**src/rtl/bram_table_loader_pkg.sv**
```systemverilog
// Shared types and default sizing for the BRAM table loader.
// State encoding plus the default geometry of one S-box table.
package bram_table_loader_pkg;

  localparam int ADDR_W_D   = 10;
  localparam int DATA_W_D   = 8;
  localparam int DEPTH_D    = 1024;
  localparam int READ_LAT_D = 2;

  typedef enum logic [2:0] {
    S_IDLE   = 3'd0,
    S_LOAD   = 3'd1,
    S_VERIFY = 3'd2,
    S_DRAIN  = 3'd3,
    S_DONE   = 3'd4
  } state_t;

endpackage

```
**src/rtl/bram_rd_valid_pipe.sv**
```systemverilog
// Read-valid shift register that tracks outstanding BRAM reads.
// Ports: clk, rst_n, clr (sync clear), push, tap (data valid now), empty.
module bram_rd_valid_pipe #(
  parameter int LAT = 2
) (
  input  logic clk,
  input  logic rst_n,
  input  logic clr,
  input  logic push,
  output logic tap,
  output logic empty
);

  logic [LAT-1:0] vld;

  always_ff @(posedge clk or negedge rst_n) begin
    if (!rst_n) begin
      vld <= '0;
    end else if (clr) begin
      vld <= '0;
    end else begin
      vld[0] <= push;
      for (int i = 1; i < LAT; i++) begin
        vld[i] <= vld[i-1];
      end
    end
  end

  // push is the read address on the bus right now, so it
  // must also count as outstanding.
  assign tap   = vld[LAT-1];
  assign empty = ~(|vld) & ~push;

endmodule

```
**src/rtl/bram_table_loader.sv**
```systemverilog
// Loads a byte stream into a dual-port BRAM two entries at a time,
// reads it back and compares XOR checksums of write vs readback.
// Ports: clk, rst_n, start, abort, in_data/in_valid/in_ready,
// bram_en/we/addra/addrb/dia/dib/doa/dob, busy, done, pass.
module bram_table_loader
  import bram_table_loader_pkg::*;
#(
  parameter int ADDR_W   = ADDR_W_D,
  parameter int DATA_W   = DATA_W_D,
  parameter int DEPTH    = DEPTH_D,
  parameter int READ_LAT = READ_LAT_D
) (
  input  logic              clk,
  input  logic              rst_n,
  input  logic              start,
  input  logic              abort,
  input  logic [DATA_W-1:0] in_data,
  input  logic              in_valid,
  output logic              in_ready,
  output logic              bram_en,
  output logic              bram_we,
  output logic [ADDR_W-1:0] bram_addra,
  output logic [ADDR_W-1:0] bram_addrb,
  output logic [DATA_W-1:0] bram_dia,
  output logic [DATA_W-1:0] bram_dib,
  input  logic [DATA_W-1:0] bram_doa,
  input  logic [DATA_W-1:0] bram_dob,
  output logic              busy,
  output logic              done,
  output logic              pass
);

  localparam int PAIR_W = ADDR_W - 1;
  localparam logic [PAIR_W-1:0] LAST = PAIR_W'(DEPTH / 2 - 1);

  state_t            state;
  logic [PAIR_W-1:0] pair;
  logic [PAIR_W-1:0] rptr;
  logic              phase;
  logic [DATA_W-1:0] hold;
  logic [DATA_W-1:0] wr_csum;
  logic [DATA_W-1:0] rd_csum;
  logic              rd_issue;
  logic              active;
  logic              go;
  logic              vld_clr;
  logic              vld_tap;
  logic              vld_empty;

  assign active  = state inside {S_LOAD, S_VERIFY, S_DRAIN};
  assign go      = (state == S_IDLE) && start && !abort;
  assign vld_clr = (active && abort) || go;

  bram_rd_valid_pipe #(
    .LAT (READ_LAT)
  ) u_vld (
    .clk   (clk),
    .rst_n (rst_n),
    .clr   (vld_clr),
    .push  (rd_issue),
    .tap   (vld_tap),
    .empty (vld_empty)
  );

  always_ff @(posedge clk or negedge rst_n) begin
    if (!rst_n) begin
      state      <= S_IDLE;
      pair       <= '0;
      rptr       <= '0;
      phase      <= 1'b0;
      hold       <= '0;
      wr_csum    <= '0;
      rd_csum    <= '0;
      rd_issue   <= 1'b0;
      in_ready   <= 1'b0;
      bram_en    <= 1'b0;
      bram_we    <= 1'b0;
      bram_addra <= '0;
      bram_addrb <= '0;
      bram_dia   <= '0;
      bram_dib   <= '0;
      busy       <= 1'b0;
      done       <= 1'b0;
      pass       <= 1'b0;
    end else begin
      if (vld_tap) begin
        rd_csum <= rd_csum ^ bram_doa ^ bram_dob;
      end
      if (active && abort) begin
        state    <= S_IDLE;
        rd_issue <= 1'b0;
        in_ready <= 1'b0;
        bram_en  <= 1'b0;
        bram_we  <= 1'b0;
        busy     <= 1'b0;
        done     <= 1'b0;
        pass     <= 1'b0;
      end else begin
        unique case (state)
          S_IDLE: begin
            if (go) begin
              state    <= S_LOAD;
              pair     <= '0;
              rptr     <= '0;
              phase    <= 1'b0;
              wr_csum  <= '0;
              rd_csum  <= '0;
              pass     <= 1'b0;
              busy     <= 1'b1;
              in_ready <= 1'b1;
            end
          end
          S_LOAD: begin
            bram_en <= 1'b0;
            bram_we <= 1'b0;
            if (in_valid && in_ready) begin
              wr_csum <= wr_csum ^ in_data;
              if (!phase) begin
                hold  <= in_data;
                phase <= 1'b1;
              end else begin
                phase      <= 1'b0;
                bram_en    <= 1'b1;
                bram_we    <= 1'b1;
                bram_addra <= {pair, 1'b0};
                bram_addrb <= {pair, 1'b1};
                bram_dia   <= hold;
                bram_dib   <= in_data;
                if (pair == LAST) begin
                  state    <= S_VERIFY;
                  in_ready <= 1'b0;
                  rptr     <= '0;
                end else begin
                  pair <= pair + 1'b1;
                end
              end
            end
          end
          S_VERIFY: begin
            bram_en    <= 1'b1;
            bram_we    <= 1'b0;
            bram_addra <= {rptr, 1'b0};
            bram_addrb <= {rptr, 1'b1};
            rd_issue   <= 1'b1;
            if (rptr == LAST) begin
              state <= S_DRAIN;
            end else begin
              rptr <= rptr + 1'b1;
            end
          end
          S_DRAIN: begin
            rd_issue <= 1'b0;
            // empty implies no sample this cycle, so rd_csum is final
            if (vld_empty) begin
              state   <= S_DONE;
              bram_en <= 1'b0;
              busy    <= 1'b0;
              done    <= 1'b1;
              pass    <= (wr_csum == rd_csum);
            end
          end
          S_DONE: begin
            done  <= 1'b0;
            state <= S_IDLE;
          end
          default: begin
            state <= S_IDLE;
          end
        endcase
      end
    end
  end

endmodule

```
**config.mk**
```make
export PLATFORM = sky130hd
export DESIGN_NAME = bram_table_loader
export DESIGN_NICKNAME = d
export VERILOG_FILES = /design/src/rtl/bram_table_loader_pkg.sv /design/src/rtl/bram_rd_valid_pipe.sv /design/src/rtl/bram_table_loader.sv
export SDC_FILE = /design/constraint.sdc
export NUM_CORES = 1
export LEC_CHECK = 0
export ABC_AREA = 1
export CAP_MARGIN = 20
export CORE_UTILIZATION = 57
export DETAILED_ROUTE_END_ITERATION = 7
export DONT_BUFFER_PORTS = 1
export PLACE_DENSITY_LB_ADDON = 0.1
export SLEW_MARGIN = 20
export SYNTH_ARGS = -nofsm -noshare
export SYNTH_HDL_FRONTEND = slang
export SYNTH_SLANG_ARGS = --single-unit
```
**constraint.sdc**
```tcl
create_clock -name clk -period 1.6 [get_ports clk]
set_input_delay 0.16 -clock clk [delete_from_list [all_inputs] [get_ports clk]]
set_output_delay 0.16 -clock clk [all_outputs]
set_load 0.01 [all_outputs]
```
# Word level (Yosys, flattened, before mapping)
# Index checks and enable logic that the tools add are counted.
word_totals:
  memories: 0
  ramBits: 0
  latchBits: 0
  rom_bits: 0
  inputBits: 29
  register_bits: 91
op_classes:
  n_reduce_logical: 29
  div: 0
  add_sub_neg: 2
  bitwise_logic: 8
  multipliers: 0
  n_lt_le_gt_ge: 0
  eq_ne: 19
  shift: 0
  muxes: 59
ops:
  columns: ["operator", "n"]
  rows:
  - ["two-way mux 9 bit", 8]
  - ["two-way mux 8 bit", 6]
  - ["two-way mux 10 bit", 4]
  - ["one-hot mux 10 bit (2 select lines)", 2]
  - ["one-hot mux 9 bit (3 select lines)", 1]
  - ["bitwise XOR 8 bit", 3]
  - ["two-way mux 3 bit", 7]
  - ["nonzero test 3 bit", 7]
  - ["two-way mux 1 bit", 19]
  - ["adder 9 x 1 -> 9 bit, second input constant", 2]
  - ["== test 9 bit, second input constant", 2]
  - ["one-hot mux 9 bit (2 select lines)", 1]
  - ["one-hot mux 8 bit (2 select lines)", 1]
  - ["AND reduction 4 bit", 4]
  - ["one-hot mux 1 bit (2 select lines)", 7]
  - ["inequality test 3 x 1 -> 1 bit, second input constant", 4]
  - ["one-hot mux 3 bit (4 select lines)", 1]
  - ["AND reduction 6 bit", 2]
  - ["== test 8 bit", 1]
  - ["inequality test 2 bit, second input constant", 4]
  - ["AND reduction 7 bit", 1]
  - ["== test 3 x 2 -> 1 bit, second input constant", 2]
  - ["inequality test 3 x 2 -> 1 bit, second input constant", 2]
  - ["AND reduction 5 bit", 1]
  - ["other kinds (16)", 25]

# Depth between registers and ports, before layout
# Gate-level depths: netlist (run 1).
logic_depth:
  ltp_word: 6
  mapped_depth: 12
  ltp_nobuf: 11

# By module
# From an unflattened synthesis (run 1), not the netlist that was laid out.
hier_totals:
  cells_unflattened: 538
  hier_area_um2: 4246.6
modules_own_cells:
  columns: ["module", "n_inst", "cells_each", "area_each_um2"]
  rows:
  - ["bram_table_loader", 1, 530, 4171.5]
  - ["bram_rd_valid_pipe", 1, 8, 75.1]

# Least setup slack after synthesis (run 1)
# OpenSTA, ideal clock, no wires.
synth_path:
  path_type: "flip-flop to flip-flop"
  startpoint: "register pair[0]"
  endpoint: "register rptr[6]"
  slack_ns: -0.158
  path_buffers: 1
  path_stages_with_launch: 13
  arrival_ns: 1.636
  t_required_ns: 1.478
  path_cell_list: "dfrtp_1 -> ha_1 -> nand4_1 -> nor2_1 -> ha_1 -> inv_1 -> nand4_1 -> nand2_1 -> nor2_1 -> nand2_4 -> buf_6 -> nand2_1 -> o21ai_1"
synth_between:
  elab_chain_len: 3
synth_rtl:
  columns: ["item", "line", "source"]
  rows:
  - ["from (decl)", "bram_table_loader.sv:37", "logic [PAIR_W-1:0] pair;"]
  - ["from (signal assigned)", "bram_table_loader.sv:134", "pair <= pair + 1'b1;"]
  - ["== test 9 bit", "bram_table_loader.sv:129", "if (pair == LAST) begin"]
  - ["inequality test 2 x 1 -> 1 bit (no line)", null, null]
  - ["AND reduction 7 bit (no line)", null, null]
  - ["to (signal assigned)", "bram_table_loader.sv:148", "rptr <= rptr + 1'b1;"]
  - ["to (decl)", "bram_table_loader.sv:38", "logic [PAIR_W-1:0] rptr;"]
# No other way between the ends.
# A chain may end at the register's enable or synchronous reset.

# Worst setup path in the final report (run 1)
layout_path:
  startpoint: "register pair[0]"
  endpoint: "register rptr[2]"
# The elaborated chain is that of the path after synthesis.

==> results.md, run 1 <==
- Die Span X: 88.4 microns
- Metal2 WL: roughly 5200 microns
- Ordered cell list for the critical path: ha_2, nand4_1, nor2_1, ha_2, inv_2, nand4_1, nand2_2, nor2_4, nand2_2, nand2_1, o21ai_1
- CP Data Required Time: 1.85 ns
- Hold Crit Class: input port to asynchronous set/reset pin
- Ant diodes: 0
- CTS buffer count: 9
- Die area: 7810 sq um
- Gate Count Post-Synth: 527
- Initial DRC Count: 262
- Pwr/cell area: between 1500 and 2000 nW/um^2
- CTS tree: built
- Slowest CP cell: dfrtp_1
- Clk buf depth: 2
- Final net count: 614
- Critical Path AT: 2.05 ns
- Largest net degree at the start of global routing: between 80 and 90
- Synth Area per Inst: a little over 8 sq um
- Routed length on met1: 4460 microns
- Final setup viols: 28
- Failing checks: hold timing, setup timing
- Syn Std Cell Area: 4250 sq um
- Root buffer cell: clkbuf_8
- DR top layer: met4
- Number of synthesized flops with an enable pin: 0
- Critical path startpoint: pair[0]
- Area Growth Syn to Fin: 22.0%
- Gr ovfl total: 0
- Fin. Hold Viols: 81
- Met3 wire len: 382 microns
- Fmax: 553 MHz
- Starting Density: just under 60%
- LEAKAGE: 0.00255 uW
- TNS Setup: -2.30 ns
- Worst-path fanout max: 4
- Post-DP HPWL: 6520 microns
- Layout cell share with drive strength beyond 1: 24.4%
- Seq/Total Area, Yosys: 47.7%
- Status: finished, violations left
- Max Transition Viols Final: 0
- Tcrit/Tclk final: 113%
- CTS Sinks: slightly above 80
- Fill count: 585
- I/O Buffers: 0
- Max_cap viols: 0
- DR vias/cell: 5.37
- Vias in the first global route: between 3000 and 4000
- VDD IR-drop max: 1000 uV
- DRC errors left: 0
- WHS: -0.526 ns
- Routed WL: between 10000 and 15000 microns
- Clock-pin slew on the worst setup and hold paths: 0.10 ns
- Final clock skew: 0.0160 ns
- Post-Place Setup Slack: -0.104 ns
- Die Ht: 88.4 microns
- Vias after detailed routing: ~3700
- Ys Warns: 0
- Ys async rst share: 100%
- Drt wl/cell: 15.1 microns
- Worst setup margin: -0.208 ns
- Distinct cells, synth: 39
- Main synth FF type: dfrtp_1
- Core area: 7210 sq um
- Slowest stage delay, CP: ~0.38 ns
- Initial DRT Pass Iterations: 5
- Worst-Skew Late Latency: between 0.3 and 0.4 ns
- CP bufs+invs: 1
- Initial antenna violation count: 0
- Flop and latch count out of synthesis: 81
- First-pass GRT wire length: 15300 microns
- Tot GR Track Use: 25.8%
- Period minus WS final: 1.81 ns
- Max H-tree Level: 3
- CP endpoint kind: flop
- Core Rows: 31
- RSZ-0062 raised after global routing: yes
- Final Wtd Congestion: 0.843
- Setup CP Type: flop to flop
- Worst r2r src: pair[0]
- I/O pin cnt: between 70 and 80
- CP top delay family: simple AND/OR/NAND/NOR gates
- Syn nets: 560
- Critical path startpoint category: flop
- ANT nets after route: 0
==> registers in the layout (all words and copies together), names as in the netlist, 2 cells and up <==
name	flops
pair	9
u_vld.vld	2
hold	8
bram_dib	8
rptr	9
state	3
bram_dia	8
wr_csum	8
rd_csum	8
bram_addrb	9
==> Yosys cell counts (all sizes together) (2+ instances only) <==
master / number / area, sq um
buf: 22 / 174
ha: 4 / 50.1
xor2: 10 / 87.6
nand3b: 3 / 22.5
nand3: 22 / 133
and3: 3 / 18.8
o21ai: 83 / 419
nand2: 140 / 548
dfrtp: 81 / 2030
nor2: 50 / 221
a21oi: 19 / 110
or2: 6 / 37.5
nor3: 3 / 15.0
nand4: 5 / 46.3
inv: 62 / 240
xnor2: 8 / 70.1
clkbuf: 2 / 8.75
==> metal layers <==
metal  vias up  track usage, %
met3        24            4.48
met2        94            44.2
li1       1787               -
met1      1772            32.1
met5         -               0
met4         0            11.1
==> layout by cell type, fill, tap and decap left out, types with 2 or more instances in the layout <==
master         synthesis  final
nand2_2                3     15
xor2_1                10     10
nor2_4                 2      5
nand3_2                2      2
dlygate4sd3_1          0      9
ha_2                   0      4
o21ai_1               37     32
a21oi_1               17     17
nand3_4                1      2
nor2_1                46     42
nor3_1                 3      3
inv_6                  0      2
nand2_4                2      6
clkbuf_8               0      9
buf_4                 11     50
buf_12                 0      3
dfrtp_1               81     79
nand3b_1               3      3
o21ai_4                0      2
inv_4                  3      5
nand4_1                4      4
a21oi_4                1      2
nor2_2                 1      2
clkinv_4               0      3
or2_2                  6      6
nand3_1               19     18
and3_1                 3      3
o21ai_2                1     11
dfrtp_2                0      2
o21ai_0               45     39
inv_1                 56     53
nand2_1              135    121
inv_2                  3      3
xnor2_1                8      8
==> timing repair <==
item | CTS | global route
cloned | 1 | 3
buffers inserted | 2 | 15
setup endpoints to repair | 38 | 63
endpoints found under the hold margin | 97 | 82
pin swaps | 4 | 18
resized for setup | 10 | 50
hold buffers | 8 | 1
==> cell type report <==
class	instances	area (sq um)	area share, %
Sequential cell	81	2030	39.1
Multi-Input combinational cell	362	2000	38.6
Timing Repair Buffer	64	562	10.8
Inverter	63	254	4.90
Clock buffer	9	124	2.39
Tap cell	99	124	2.39
Clock inverter	7	88.8	1.71
==> worst reg2reg max path, delay by kind of cell (launching register included) <==
family / cells / cell delay [ns]
AOI/OAI and AO/OA: 1 / 0.07
adders and majority gates: 2 / 0.39
buffers and inverters: 1 / 0.04
DFF: 1 / 0.38
and+or+nand+nor: 7 / 0.83
==> report_power, final <==
| group | leakage, uW | switching, uW | internal (uW) |
|---|---|---|---|
| logic | 0.00137 | 2330 | 1660 |
| clock network | 0.000103 | 873 | 751 |
| registers | 0.00107 | 664 | 2700 |
| total | 0.00255 | 3870 | 5110 |
==> per-stage QoR <==
stage / utilization (%) / power, uW / std cells / cell area [sq um]
5_1_grt: 71.9 / 9600 / 685 / 5190
4_1_cts: 67.4 / 8230 / 666 / 4860
2_1_floorplan: - / 5800 / 527 / 4270
6_report: 71.9 / 8980 / 685 / 5190
3_3_place_gp: 62.5 / 6350 / 639 / 4510
3_5_place_dp: 62.5 / 6460 / 639 / 4510
==> final timing paths <==
| path | depth (start not counted) | endpoint | slack, ns |
|---|---|---|---|
| worst min register to register | 2 | hold[3] | 0.50 |
| worst min-delay path | 0 | bram_en | -0.53 |
| max in group asynchronous | 0 | hold[6] | 1.98 |
| worst max-delay path | 11 | rptr[2] | -0.21 |
| worst max register to register | 11 | rptr[2] | -0.21 |
| min in group clk | 2 | state[2] | 0.04 |
==> logic make-up (layout without fill, tap and decap cells) <==
family                     Yosys count  after routing  share of synthesized area, %
AOI/OAI and AO/OA                  102            103                          12.5
xor gates and xnor gates            18             18                          3.71
other                                1              1                        0.0882
adders and majority gates            4              4                          1.18
DFF                                 81             81                          47.7
buffers and inverters               87            143                          10.0
and+or+nand+nor                    234            236                          24.8
No activity file was read; power rests on OpenSTA's default activity.
==> inputs of run 2 (changes only) <==
--- a/config.mk
+++ b/config.mk
@@ -7,7 +7,8 @@
 export LEC_CHECK = 0
 export ABC_AREA = 1
 export CAP_MARGIN = 20
-export CORE_UTILIZATION = 57
+export CORE_MARGIN = 4
+export CORE_UTILIZATION = 63
 export DETAILED_ROUTE_END_ITERATION = 7
 export DONT_BUFFER_PORTS = 1
 export PLACE_DENSITY_LB_ADDON = 0.1
==> constraint.sdc (replaced) <==
create_clock -name clk -period 1.7 [get_ports clk]
set_input_delay 0.17 -clock clk [delete_from_list [all_inputs] [get_ports clk]]
set_output_delay 0.17 -clock clk [all_outputs]
set_load 0.01 [all_outputs]
==> results.md, run 2 (synthesized netlist as in run 1, its figures left out) <==
- Max_cap viols: 0
- I/O Buffers: 0
- Met3 usage: 6.34%
- TNS Setup: -1.94 ns
- CTS buffer count: 9
- Period minus WS final: 1.92 ns
- Critical path startpoint category: flop
- Pwr/cell area: 1660 nW/um^2
- Status: finished, violations left
- Max H-tree Level: 3
- Post-DP HPWL: ~6400 microns
- Critical path startpoint: pair[1]
- CTS Sinks: 81
- CP endpoint kind: flop
- Setup CP Type: flop to flop
- Hold Crit Class: input port to asynchronous set/reset pin
- Fin area: about 5000 sq um
- Power consumption: 8270 uW
- Final clock skew: 0.00931 ns
- ANT nets after route: 0
- Initial DRT Pass Iterations: 5
- Ant diodes: 0
- Fin. Hold Viols: 81
- Routed WL: 9760 microns
- Hold_buf cts: 8
- Clock-pin slew on the worst setup and hold paths: around 0.090 ns
- Worst r2r src: pair[1]
- Starting Density: 65.8%
- Vias in the first global route: 3263
- Largest net degree at the start of global routing: 82
- Layout cell share with drive strength beyond 1: 20.4%
- Tcrit/Tclk final: 113%
- Core area: 6460 sq um
- Tot GR Track Use: between 20% and 30%
- Die Span X: between 90 and 100 microns
- Post-Place Setup Slack: -0.122 ns
- LEAKAGE: 0.00245 uW
- CP Data Required Time: 1.94 ns
- Worst-path fanout max: 4
- Gr ovfl total: 0
- Critical Path AT: approximately 2.2 ns
- First-pass GRT wire length: roughly 16000 microns
- DR vias/cell: 5.57
- Biggest regs: bram_addrb (9), pair (9), rptr (9)
- Initial DRC Count: 264
- Grt met1 use: 33.4%
- Area Growth Syn to Fin: 17.4%
- Dpl cell area: approximately 4400 sq um
- Most frequent cells in the layout: nand2_1, dfrtp_1, inv_1, nor2_1, o21ai_0
- VDD IR-drop max: 1030 uV
- Final setup viols: 17
- Die area: 8120 sq um
- Failing checks: hold timing, setup timing
- Drt wl/cell: 15.1 microns
- Clk buf depth: 2
- Initial antenna violation count: 0
- Worst setup margin: -0.218 ns
- Root buffer cell: clkbuf_8
- Met2 usage: 35.7%
- Vias after detailed routing: 3601
- Fill count: ~450
- WHS: -0.502 ns
- Die Ht: 90.1 microns
- CTS tree: built
- GRT Max-Usage Layer: met2
- Final Wtd Congestion: 0.850
- Final net count: 597
- Fmax: 521 MHz
- Max Transition Viols Final: 0
- I/O pin cnt: 71
- Most common cell after layout, fill and taps aside: nand2_1
- Worst-Skew Late Latency: 0.36 ns
- Core Rows: 29
- DRC errors left: 0
- RSZ-0062 raised after global routing: yes
run 2: cell count changes in the layout (fill, tap and decap cells not counted), moves of 2 or more:
cell / delta
o21ai_2: -6
buf_4: -13
inv_4: -2
o21ai_1: +3
o21ai_0: +3
nand2_4: +2
clkinv_4: -2
nand2_1: +3
inv_8: +2
nand2_2: -5
run 2: path summary, 6_finish.rpt:
check | end | slack, ns | cells past startpoint
max | rptr[2] | -0.22 | 11
min | bram_dia[2] | -0.50 | 0
max reg2reg | rptr[2] | -0.22 | 11
min reg2reg | hold[6] | 0.50 | 2
max in group asynchronous | state[0] | 2.06 | 0
min in group clk | in_ready | 0.03 | 3
run 2: final cells by class:
cell class / instances / area, sq um / area share [%]
clock buffers: 9 / 124 / 2.48
clock inverters: 7 / 109 / 2.18
inverters: 63 / 248 / 4.96
multi-input cells: 361 / 1960 / 39.3
flip-flops and latches: 81 / 2030 / 40.6
well taps: 77 / 96.3 / 1.93
repair buffers: 48 / 423 / 8.48
run 2: metal layers:
layer	part of all wire [%]	up-vias
li1	-	1747
met4	1.8	0
met3	7.6	19
met5	0	-
met2	46	124
met1	45	1711
run 2: worst max-delay path, cell delays in order, from the launching register on:
cell and delay [ns]:
dfrtp_1 0.39, ha_2 0.19, nand4_1 0.14, nor2_2 0.19, ha_4 0.18, inv_2 0.04
nand4_1 0.11, nand2_2 0.08, nor2_4 0.20, nand2_2 0.12, nand2_1 0.08, o21ai_1 0.07
run 2: repair_timing:
action                                  CTS  global route
hold endpoints to repair                 97            81
gates resized for setup                  16            27
pin swaps                                 7             7
setup buffers                             6             3
endpoints found under the setup margin   15            34
cloned                                    2             1
run 2: power by group:
part	switching [uW]	internal, uW	leakage [uW]
registers	652	2540	0.00108
clock network	786	861	0.000118
logic	2040	1380	0.00126
run 2: stage by stage:
step / instances / utilization (%)
after CTS: 642 / 75.0
final: 646 / 77.3
after floorplan: 527 / -
after global routing: 646 / 77.3
after global placement: 611 / 68.5
after detailed placement: 611 / 68.5
==> inputs of run 3 (changes only) <==
--- a/config.mk
+++ b/config.mk
@@ -15,4 +15,5 @@
 export SLEW_MARGIN = 20
 export SYNTH_ARGS = -nofsm -noshare
 export SYNTH_HDL_FRONTEND = slang
+export SYNTH_HIERARCHICAL = 1
 export SYNTH_SLANG_ARGS = --single-unit
==> results.md, run 3 <==
- Worst-Skew Late Latency: 0.36 ns
- Critical path startpoint: rptr[0]
- Starting Density: about two thirds
- Ys async rst share: 100%
- ANT nets after route: 0
- RSZ-0062 raised after global routing: yes
- Worst r2r src: rptr[0]
- Layout cell share with drive strength beyond 1: 17.6%
- Drt wl/cell: roughly 14 microns
- Period minus WS final: 1.82 ns
- Flop-to-flop setup slack: -0.12 ns
- I/O Buffers: 0
- Core area: 6460 sq um
- Post-DP HPWL: 6360 microns
- Vias in the first global route: about 3300
- Failing checks: hold timing, setup timing
- CTS Sinks: 81
- Hold_buf cts: 9
- Fill count: 468
- Final Wtd Congestion: 0.804
- CP Data Required Time: 1.99 ns
- Seq pwr share: between 30% and 40%
- DRC errors left: 0
- Synth Area per Inst: roughly 7.9 sq um
- Die Ht: 90.1 microns
- Root buffer cell: clkbuf_8
- CP top delay family: simple AND/OR/NAND/NOR gates
- Pwr/cell area: 1660 nW/um^2
- Setup CP Type: flop to flop
- Final clock skew: 0.0114 ns
- CP bufs+invs: 1
- Ys Warns: 6
- Routed WL: 9510 microns
- Critical path depth: 11
- Main synth FF type: dfrtp_1
- Max_cap viols: 0
- Dpl cell area: ~4400 sq um
- Tcrit/Tclk final: 107%
- Syn Std Cell Area: 4250 sq um
- Comb pwr share: 40.8%
- Gate Count Post-Synth: 538
- Final net count: 607
- Vias after detailed routing: 3513
- WHS: -0.511 ns
- Initial DRT Pass Iterations: 5
- TNS Setup: -1.04 ns
- Worst R2R Path Depth: 11
- Termination of the worst setup path: rptr[6]
- Top post-synthesis cells by count: nand2_1, dfrtp_1, inv_1
- Largest net degree at the start of global routing: 82
- Ant diodes: 0
- LEAKAGE: 0.00247 uW
- DR top layer: met4
- Fin. Hold Viols: 81
- Ordered cell list for the critical path: ha_2, nand2_1, inv_1, nand4_1, nor2_1, ha_2, nand2_2, nand2_4, nor2_4, nand2_4, o21ai_2
- Distinct cells, synth: 36
- Clock network power share: 19.9%
- Biggest regs: bram_addrb (9), pair (9), rptr (9)
- Core Rows: 29
- Clock-pin slew on the worst setup and hold paths: 0.09 ns
- Max Transition Viols Final: 0
- Initial antenna violation count: 0
- Final setup viols: 17
- First-pass GRT wire length: ~16000 microns
- Switching Power: about 3400 uW
- Post-Place Setup Slack: -0.0984 ns
- Critical Path AT: 2.11 ns
- Metal2 WL: 4330 microns
- Status: finished, violations left
- Met3 wire len: 739 microns
- Top cell type by total area after synthesis: dfrtp_1
- Slowest CP cell: dfrtp_1
- Gr ovfl total: 0
- Area share of the largest cell type after synthesis: between 40% and 50%
- Most frequent cells in the layout: nand2_1, dfrtp_1, inv_1, o21ai_0, nor2_1
- Max H-tree Level: 3
- Non-Filler Instances: 656
- Syn nets: 571
- Die area: 8120 sq um
- CTS buffer count: 9
- Routed length on met1: 4250 microns
- I/O pin cnt: 71
- Slowest stage delay, CP: 0.39 ns
- Internal power: 4770 uW
- Fmax: approximately 550 MHz
- Number of synthesized flops with an enable pin: 0
- Flop and latch count out of synthesis: 81
- Most frequent cell after synthesis: nand2_1
- CP endpoint kind: flop
- Die Span X: 90.1 microns
- Initial DRC Count: 202
- CTS tree: built
- Area Growth Syn to Fin: 16.1%
- VDD IR-drop max: 926 uV
- Clk buf depth: 2
- Worst setup margin: -0.121 ns
- Seq/Total Area, Yosys: 47.7%
- Critical path startpoint category: flop
- Post-Place Cells: 621
- Most common cell after layout, fill and taps aside: nand2_1
- Hold Crit Class: input port to asynchronous set/reset pin
- Fin area: 4930 sq um
- Worst-path fanout max: 8
- Synth area leaders: dfrtp_1, nand2_1, o21ai_0
- Switching part of the total power: 41.7%
- Tot GR Track Use: 23.5%
- RR Endpoint: rptr[6]
- DR vias/cell: 5.36
-- run 3: cell count changes after synthesis, moves of 3 or more --
cell | before | now
o21ai_0 | 45 | 60
nand2_1 | 135 | 143
buf_6 | 6 | 3
inv_1 | 56 | 68
or2_2 | 6 | 2
o21a_1 | 0 | 5
o21ai_2 | 1 | 7
o21ai_1 | 37 | 8
xor2_1 | 10 | 7
nor2_1 | 46 | 56
clkbuf_1 | 1 | 4
-- run 3: layout make-up --
cell class | instances | area [sq um] | share of cell area (%)
Sequential cell | 81 | 2030 | 41.1
Multi-Input combinational cell | 363 | 1870 | 37.8
Timing Repair Buffer | 47 | 434 | 8.80
Inverter | 72 | 275 | 5.58
Clock buffer | 9 | 124 | 2.51
Clock inverter | 7 | 106 | 2.16
Tap cell | 77 | 96.3 | 1.95
-- run 3: logic make-up after synthesis --
logic type / Yosys count / synth area share, %
adders and majority gates: 4 / 1.18
and+or+nand+nor: 242 / 24.4
DFF: 81 / 47.7
AOI/OAI and AO/OA: 98 / 12.7
other: 1 / 0.0883
buffers and inverters: 95 / 10.3
xor gates and xnor gates: 17 / 3.51
-- run 3: power groups by stage --
stage / Sequential [uW] / Clock [uW] / Combinational (uW)
finish: 3210 / 1630 / 3340
global route: 3300 / 1750 / 3730
CTS: 3220 / 1660 / 3010
detailed placement: 3250 / 0 / 2850
global placement: 3220 / 0 / 2750
floorplan: 3090 / 0 / 2410
-- run 3: what timing repair did --
item                       4_1_cts  5_1_grt
pin swaps                        0       10
setup endpoints to repair       21       39
cloned                           0        2
buffers inserted                 3        5
hold endpoints to repair        99       81
resized for setup                3       20
-- run 3: routing by layer --
layer | up-vias | global-route usage, %
met5 | - | 0
met4 | 0 | 8.80
met3 | 20 | 6.09
met2 | 128 | 35.0
met1 | 1612 | 33.2
li1 | 1753 | -
-- run 3: worst min-delay path by stage --
stage,cells after the start,slack (ns),start,end
final,0,-0.51,rst_n,bram_dia[5]
after global routing,0,-0.53,rst_n,bram_dia[5]
after CTS,0,-0.53,rst_n,bram_dia[5]
after detailed placement,0,-0.12,rst_n,bram_dia[5]
after global placement,0,-0.12,rst_n,bram_dia[5]
after floorplan,0,-0.13,rst_n,bram_addra[9]
-- run 3: per-stage QoR --
step	total power, uW	util (%)
6_report	8190	76.4
5_1_grt	8790	76.4
4_1_cts	7890	74.3
3_5_place_dp	6100	68.7
3_3_place_gp	5970	68.7
2_1_floorplan	5490	-
